$ cat src/rtl/huffman_dec.sv
// Serial Huffman decoder with a loadable six-entry code table.
// Bits arrive MSB first; a hit emits the symbol index one cycle later.
module huffman_dec (
    input  logic       clk,
    input  logic       reset,
    input  logic       code_valid,
    input  logic [7:0] HC1,
    input  logic [7:0] HC2,
    input  logic [7:0] HC3,
    input  logic [7:0] HC4,
    input  logic [7:0] HC5,
    input  logic [7:0] HC6,
    input  logic [7:0] M1,
    input  logic [7:0] M2,
    input  logic [7:0] M3,
    input  logic [7:0] M4,
    input  logic [7:0] M5,
    input  logic [7:0] M6,
    input  logic       bit_valid,
    input  logic       bit_in,
    output logic       table_ok,
    output logic       sym_valid,
    output logic [7:0] sym_out,
    output logic       err,
    output logic [7:0] sym_cnt
);

    typedef enum logic {
        S_EMPTY = 1'b0,
        S_RUN   = 1'b1
    } state_t;

    state_t     r_state;
    state_t     w_state_nxt;

    logic [7:0] r_hc [0:5];
    logic [7:0] r_m  [0:5];
    logic [7:0] w_hc_in [0:5];
    logic [7:0] w_m_in  [0:5];

    logic [7:0] r_acc;
    logic [3:0] r_len;
    logic       r_sym_valid;
    logic       r_err;
    logic [7:0] r_sym_out;
    logic [7:0] r_sym_cnt;

    logic       w_shift;
    logic [7:0] w_acc_nxt;
    logic [3:0] w_len_nxt;
    logic [7:0] w_lmask;
    logic [5:0] w_hit;
    logic       w_any;
    logic       w_full;
    logic [2:0] w_idx;
    logic [7:0] w_sym;

    assign w_hc_in[0] = HC1;
    assign w_hc_in[1] = HC2;
    assign w_hc_in[2] = HC3;
    assign w_hc_in[3] = HC4;
    assign w_hc_in[4] = HC5;
    assign w_hc_in[5] = HC6;
    assign w_m_in[0]  = M1;
    assign w_m_in[1]  = M2;
    assign w_m_in[2]  = M3;
    assign w_m_in[3]  = M4;
    assign w_m_in[4]  = M5;
    assign w_m_in[5]  = M6;

    // State register: a load always moves to RUN, reset returns to EMPTY.
    always_ff @(posedge clk or posedge reset) begin
        if (reset) begin
            r_state <= S_EMPTY;
        end else begin
            r_state <= w_state_nxt;
        end
    end

    // Next state: only a table load changes state.
    always_comb begin
        w_state_nxt = r_state;
        if (code_valid) begin
            w_state_nxt = S_RUN;
        end
    end

    // A bit is consumed only while decoding and not shadowed by a load.
    assign w_shift   = (r_state == S_RUN) && bit_valid && !code_valid;
    assign w_acc_nxt = {r_acc[6:0], bit_in};
    assign w_len_nxt = r_len + 4'd1;
    assign w_lmask   = 8'hFF >> (4'd8 - w_len_nxt);
    assign w_full    = (w_len_nxt == 4'd8);

    // Entry match: mask must equal the length mask, so malformed masks
    // (including zero) can never hit.
    always_comb begin
        w_hit = 6'd0;
        for (int k = 0; k < 6; k++) begin
            w_hit[k] = (r_m[k] == w_lmask) &&
                       ((w_acc_nxt & r_m[k]) == (r_hc[k] & r_m[k]));
        end
    end

    assign w_any = |w_hit;

    // Priority select: scan from the top so the lowest index wins.
    always_comb begin
        w_idx = 3'd0;
        for (int k = 5; k >= 0; k--) begin
            if (w_hit[k]) begin
                w_idx = 3'(k);
            end
        end
    end

    assign w_sym = {5'd0, w_idx} + 8'd1;

    // Code table capture on load.
    always_ff @(posedge clk or posedge reset) begin
        if (reset) begin
            for (int k = 0; k < 6; k++) begin
                r_hc[k] <= 8'd0;
                r_m[k]  <= 8'd0;
            end
        end else if (code_valid) begin
            for (int k = 0; k < 6; k++) begin
                r_hc[k] <= w_hc_in[k];
                r_m[k]  <= w_m_in[k];
            end
        end
    end

    // Bit accumulator: shift in, clear on load, hit or overflow.
    always_ff @(posedge clk or posedge reset) begin
        if (reset) begin
            r_acc <= 8'd0;
            r_len <= 4'd0;
        end else if (code_valid) begin
            r_acc <= 8'd0;
            r_len <= 4'd0;
        end else if (w_shift) begin
            if (w_any || w_full) begin
                r_acc <= 8'd0;
                r_len <= 4'd0;
            end else begin
                r_acc <= w_acc_nxt;
                r_len <= w_len_nxt;
            end
        end
    end

    // Result pulses: one cycle after the deciding bit.
    always_ff @(posedge clk or posedge reset) begin
        if (reset) begin
            r_sym_valid <= 1'b0;
            r_err       <= 1'b0;
        end else begin
            r_sym_valid <= w_shift && w_any;
            r_err       <= w_shift && !w_any && w_full;
        end
    end

    // Symbol holding register: updated only on a hit.
    always_ff @(posedge clk or posedge reset) begin
        if (reset) begin
            r_sym_out <= 8'd0;
        end else if (w_shift && w_any) begin
            r_sym_out <= w_sym;
        end
    end

    // Decoded-symbol counter: cleared by a load, wraps naturally.
    always_ff @(posedge clk or posedge reset) begin
        if (reset) begin
            r_sym_cnt <= 8'd0;
        end else if (code_valid) begin
            r_sym_cnt <= 8'd0;
        end else if (w_shift && w_any) begin
            r_sym_cnt <= r_sym_cnt + 8'd1;
        end
    end

    assign table_ok  = (r_state == S_RUN);
    assign sym_valid = r_sym_valid;
    assign err       = r_err;
    assign sym_out   = r_sym_out;
    assign sym_cnt   = r_sym_cnt;

endmodule

$ cat config.mk
export PLATFORM = sky130hd
export DESIGN_NAME = huffman_dec
export DESIGN_NICKNAME = d
export VERILOG_FILES = /design/src/rtl/huffman_dec.sv
export SDC_FILE = /design/constraint.sdc
export NUM_CORES = 1
export LEC_CHECK = 0
export BUFFER_PORTS_ARGS = -buffer_cell sky130_fd_sc_hd__buf_2
export CORE_MARGIN = 1.5
export CORE_UTILIZATION = 57
export CTS_CLUSTER_DIAMETER = 150
export DETAILED_ROUTE_END_ITERATION = 10
export PLACE_DENSITY = 0.84
export SETUP_SLACK_MARGIN = 0.4
export SYNTH_ARGS = -nofsm -noshare
export SYNTH_HDL_FRONTEND = slang
export SYNTH_SLANG_ARGS = --single-unit
$ cat constraint.sdc
create_clock -name clk -period 4.1 [get_ports clk]
set_clock_uncertainty 0.1 [all_clocks]
set_input_delay 0.41 -clock clk [delete_from_list [all_inputs] [get_ports clk]]
set_output_delay 0.41 -clock clk [all_outputs]
set_load 0.03 [all_outputs]
==> Word level (Yosys, flattened, before mapping) <==
Index checks and enable logic that the tools add are counted.
{ "word_totals": {"wordCells": 80, "n_memories": 0, "latchBits": 0, "mem_bits_rw": 0, "output_inout_bits": 19, "romBits": 0, "reg_bits": 126} }
{ "classes": {"shift": 1, "muxes": 14, "n_bitwise": 12, "order_cmp": 0, "eq_ne": 13, "addsub": 4, "n_div": 0, "n_reduce_logical": 17, "n_mul": 0} }
{ "op_table": {"columns": ["op", "count"], "rows": [
  ["AND 8 bit", 12],
  ["== test 8 bit", 12],
  ["two-way mux 7 bit", 3],
  ["two-way mux 3 bit", 6],
  ["two-way mux 8 bit", 2],
  ["two-way mux 4 bit", 3],
  ["logical AND 1 bit", 11],
  ["adder 8 x 1 -> 8 bit (second input constant)", 1],
  [">> shifter 8 x 4 -> 8 bit (first input constant)", 1],
  ["OR reduction 6 bit", 1],
  ["adder 3 x 1 -> 4 bit (second input constant)", 1],
  ["adder 4 x 1 -> 4 bit (second input constant)", 1],
  ["== test 4 bit (second input constant)", 1],
  ["nonzero test 2 bit", 2],
  ["subtractor 4 bit (first input constant)", 1],
  ["zero test 1 bit", 2],
  ["logical OR 1 bit", 1]
]} }

==> Longest topological paths before layout <==
{ "depth": {"depth_word": 12, "mapped_depth": 15, "mapped_depth_nobuf": 11} }

==> Worst setup path after synthesis <==
No wires, ideal clock.
{ "synth_path": {"path_type": "reg2reg", "from": "register r_len[1]", "to": "register r_sym_cnt[2], in the netlist sym_cnt[2]", "stages_incl_launch_ff": 14, "period_less_slack_ps": 3673, "slack_ps": 427, "arrival_time_ps": 3445, "setup_time_ps": 128, "required_time_ps": 3872, "cell_sequence": "dfrtp_1 inv_1 ha_1 and3_1 a31o_4 a211oi_4 and2_1 buf_6 mux2i_1 nor4b_2 or4_4 buf_6 o2111ai_1 mux2_1"} }
{ "synth_via": {"elab_chain_cells": 8, "word_cells_on_any_way": 18, "classes_between": "2 x add/sub; 6 x eq/ne; 1 x shift; 9 x reduce/logical"} }
{ "synth_lines": {"columns": ["element", "line_no", "source"], "rows": [
  ["start, declared", "42", "logic [3:0] r_len;"],
  ["start signal, assigned", "148", "r_len <= w_len_nxt;"],
  ["adder 4 x 1 -> 4 bit *", "91", "assign w_len_nxt = r_len + 4'd1;"],
  ["subtractor 4 bit *", "92", "assign w_lmask = 8'hFF >> (4'd8 - w_len_nxt);"],
  [">> shifter 8 x 4 -> 8 bit *", "92", null],
  ["== test 8 bit", "100", "w_hit[k] = (r_m[k] == w_lmask) &&"],
  ["logical AND 1 bit", "100", null],
  ["OR reduction 6 bit *", "105", "assign w_any = |w_hit;"],
  ["logical AND 1 bit *", "179", "end else if (w_shift && w_any) begin"],
  ["nonzero test 2 bit (no source line) *", null, null],
  ["end signal, assigned", "180", "r_sym_cnt <= r_sym_cnt + 8'd1;"],
  ["end, declared", "46", "logic [7:0] r_sym_cnt;"]
]} }
Mark *: on every way between the ends. The rest lies on a longest branch, timed or not.
A chain may end at the register's enable or synchronous reset.

==> Worst setup path in the final report <==
{ "layout_path": {"from": "register r_len[0]", "to": "register r_sym_cnt[2], in the netlist sym_cnt[2]"} }
Same word-level chain as after synthesis.

==> impl_results.md <==
* DRC Markers at 9
* Reg2Reg Launch Point: r_len[0]$_DFFE_PP0P_
* Synth Warn # at 0
* Failing checks: design-rule violations
* Share of post-route cells with drive strength above 1 at 38.7%
* Routed vias/inst at 6.31
* Design area at 8300 um^2
* Pre-CTS WS at 0.0236 ns
* Worst vdd ir at 0.000322 V
* Top cell type's share of synthesized area at 44.7%
* Post-DP HPWL at 12,700 um
* RSZ-0062 raised after global routing: no
* Worst-path maximum fanout at 6
* Crit. End Element: register
* Initial antenna violation count at 0
* Synth cell types at 70
* Worst-Skew Late Latency at 0.43 ns
* Area contributors post-synth: dfrtp_1 (45%), mux2_2 (15%), xor2_1 (6.9%)
* Hold EP: r_m[34]$_DFFE_PP0P_
* Power Total at 3.52 mW
* ANT nets after route at 0
* CTS root buf: clkbuf_16
* Tmin final at 3.60 ns
* Period utilization at 87.8%
* Port Buffers at 115
* Max-Cap Viols at 0
* Max Clk Rate at 278 MHz
* Hold path depth at 2
* DIE AREA at 12,600 um^2
* Longest Clk Path Bufs at 2
* Min-Delay Path Class: in2reg
* Synth Instances at 614
* Final Wtd Congestion at 0.931
* TNS Setup at 0 ns
* Power density over the cells at 424 nW/um^2
* Core Area at 11,600 um^2
* DRT iter0 DRCs at 546
* Least-Margin Pin Slew at 1.18 ns
* WL/cell at 21.1 um
* Placed inst area at 7510 um^2
* Setup ws final at 0.499 ns
* Sink Count at 122
* FILL cells at 826
* Hold WS at 0.107 ns
* Setup violation total in the final timing report at 0
* Vias in the first global route at 5,553
* GRT Total Usage at 30.7%
* Die X at 112 um
* Diode count at 0
* Drt total wl at 18,800 um
* First-pass DRT Iterations at 9
* FP Rows at 39
* First-pass GRT wire length at 29,300 um
* Cell with the most instances after synthesis: dfrtp_1
* Largest net degree at the start of global routing at 80
* Final Max Tran Viols at 0
* Outcome: complete, but fails checks
* Max transition margin at 21.2%
* Reg2reg path depth at 13
* Congestion Overflow GR at 0
* Setup crit start kind: register
* H-tree levels at 4
* TritonCTS buffer count at 17
* Post-synthesis sequential area ratio at 44.7%
* Post-Syn Area at 6830 um^2
* Clk pin slew, worst setup/hold paths at 0.06 ns
* R2r endpoint: sym_cnt[2]$_DFFE_PP0P_
* EDFF count, synth at 0
* Worst Path Required at 4.30 ns
* Post-synth top cells: dfrtp_1 (122), mux2_2 (93), xor2_1 (54)
* Worst reg-to-reg setup slack at 0.50 ns
* Die Ht at 112 um
* WP data arrival at 3.80 ns
* P&R area growth vs syn at 21.6%
* Worst hold path startpoint: M2[2]
* Pleak at 3.72 nW
* Initial Utilization at 59.0%
* Io pins at 120
* Asr flop ratio synth at 100%
* Vias at 5,613
* CTS tree: built
* Syn Area/Cell at 11.1 um^2
* Cell taking the most area after synthesis: dfrtp_1
* Final Hold Vio Count at 0
* #FFs+latches synth at 122
* Top FF cell, synth: dfrtp_1
* Crit path kind: reg2reg
* Fin nets at 838
[logic make-up (layout without fill, tap and decap cells)]
kind of cell,Yosys count,in the layout,share of synthesized area [%]
AND/OR/NAND/NOR,137,137,10.8
flip-flops,122,122,44.7
XOR/XNOR,68,68,8.73
buffers and inverters,57,186,3.87
AO/OA/AOI/OAI,120,120,13.8
other,1,4,0.0549
adder cells (fa/ha/maj),4,4,0.733
multiplexers,105,105,17.3
[cell type report]
cell class / count / area (um^2) / area share (%)
sequential: 122 / 3050 / 36.8
inverter: 15 / 60.1 / 0.723
clock inverter: 12 / 165 / 1.99
tap: 143 / 179 / 2.16
multi-input combinational: 438 / 3610 / 43.5
timing repair buffer: 139 / 785 / 9.45
clock buffer: 20 / 447 / 5.38
[how the worst max path moves through the flow]
stage | from | end | slack, ns | cells past startpoint
global placement | r_len[0]$_DFFE_PP0P_ | sym_cnt[1]$_DFFE_PP0P_ | 0.18 | 11
floorplan | r_len[1]$_DFFE_PP0P_ | sym_cnt[2]$_DFFE_PP0P_ | 0.43 | 13
CTS | r_len[0]$_DFFE_PP0P_ | sym_cnt[5]$_DFFE_PP0P_ | 0.40 | 12
detailed placement | r_len[0]$_DFFE_PP0P_ | sym_cnt[1]$_DFFE_PP0P_ | 0.02 | 11
finish | r_len[0]$_DFFE_PP0P_ | sym_cnt[2]$_DFFE_PP0P_ | 0.50 | 13
global route | r_len[0]$_DFFE_PP0P_ | sym_cnt[5]$_DFFE_PP0P_ | 0.40 | 13
[worst max-delay path, stage by stage, from the launching register on]
cell and delay, ns:
dfrtp_1 0.40, buf_4 0.16, ha_1 0.23, nor2b_4 0.16, a31o_4 0.27, a211oi_4 0.21, and2_4 0.25, mux2i_4 0.26
nor4b_2 0.07, buf_4 0.16, or4_4 0.47, buf_4 0.18, o2111ai_1 0.20, mux2_1 0.36
[stage by stage]
step                      cells  util (%)
after floorplan             617         -
after global placement      847      64.9
after detailed placement    847      64.9
after CTS                   884      70.9
after global routing        889      71.8
final                       889      71.8
[layer usage]
metal | share of wire [%] | track usage [%] | wire, um
met2 | 49 | 51.4 | 9100
met4 | 4.4 | 13.9 | 817
met1 | 40 | 37.8 | 7510
met5 | 0 | 0 | 0
met3 | 7.1 | 7.61 | 1330
[sequential cells by signal (all words and copies together), names as in the netlist]
| name | flops |
|---|---|
| table_ok | 1 |
| r_hc | 48 |
| sym_valid | 1 |
| err | 1 |
| r_m | 48 |
| sym_out | 4 |
| r_len | 4 |
| r_acc | 7 |
| sym_cnt | 8 |
[placed cells by master, fill, tap and decap left out, drive strengths merged, types with 5 or more instances in the layout]
cell type | Yosys | final
mux2 | 101 | 101
a22oi | 18 | 18
o211ai | 5 | 5
clkbuf | 25 | 20
buf | 17 | 139
nor4 | 6 | 6
xnor2 | 14 | 14
a21oi | 14 | 14
inv | 15 | 16
nor2 | 30 | 30
nand3 | 20 | 20
nor3 | 10 | 10
nand4 | 11 | 11
nor2b | 11 | 11
a32o | 9 | 9
o21ai | 22 | 22
nand2 | 21 | 21
or2 | 5 | 5
a211oi | 7 | 7
xor2 | 54 | 54
dfrtp | 122 | 122
[repair_timing]
| item | in CTS | in global routing |
|---|---|---|
| pin swaps | 3 | 3 |
| setup buffers | 5 | 5 |
| hold buffers | 0 | 0 |
| endpoints found under the setup margin | 24 | 21 |
| gates resized for setup | 7 | 15 |
[report_power, final]
group          switching [mW]  total, mW  internal (mW)
logic                   0.285      0.557          0.271
clock network           0.565       1.54          0.977
registers               0.120       1.42           1.30
No activity file was read; power rests on OpenSTA's default activity.
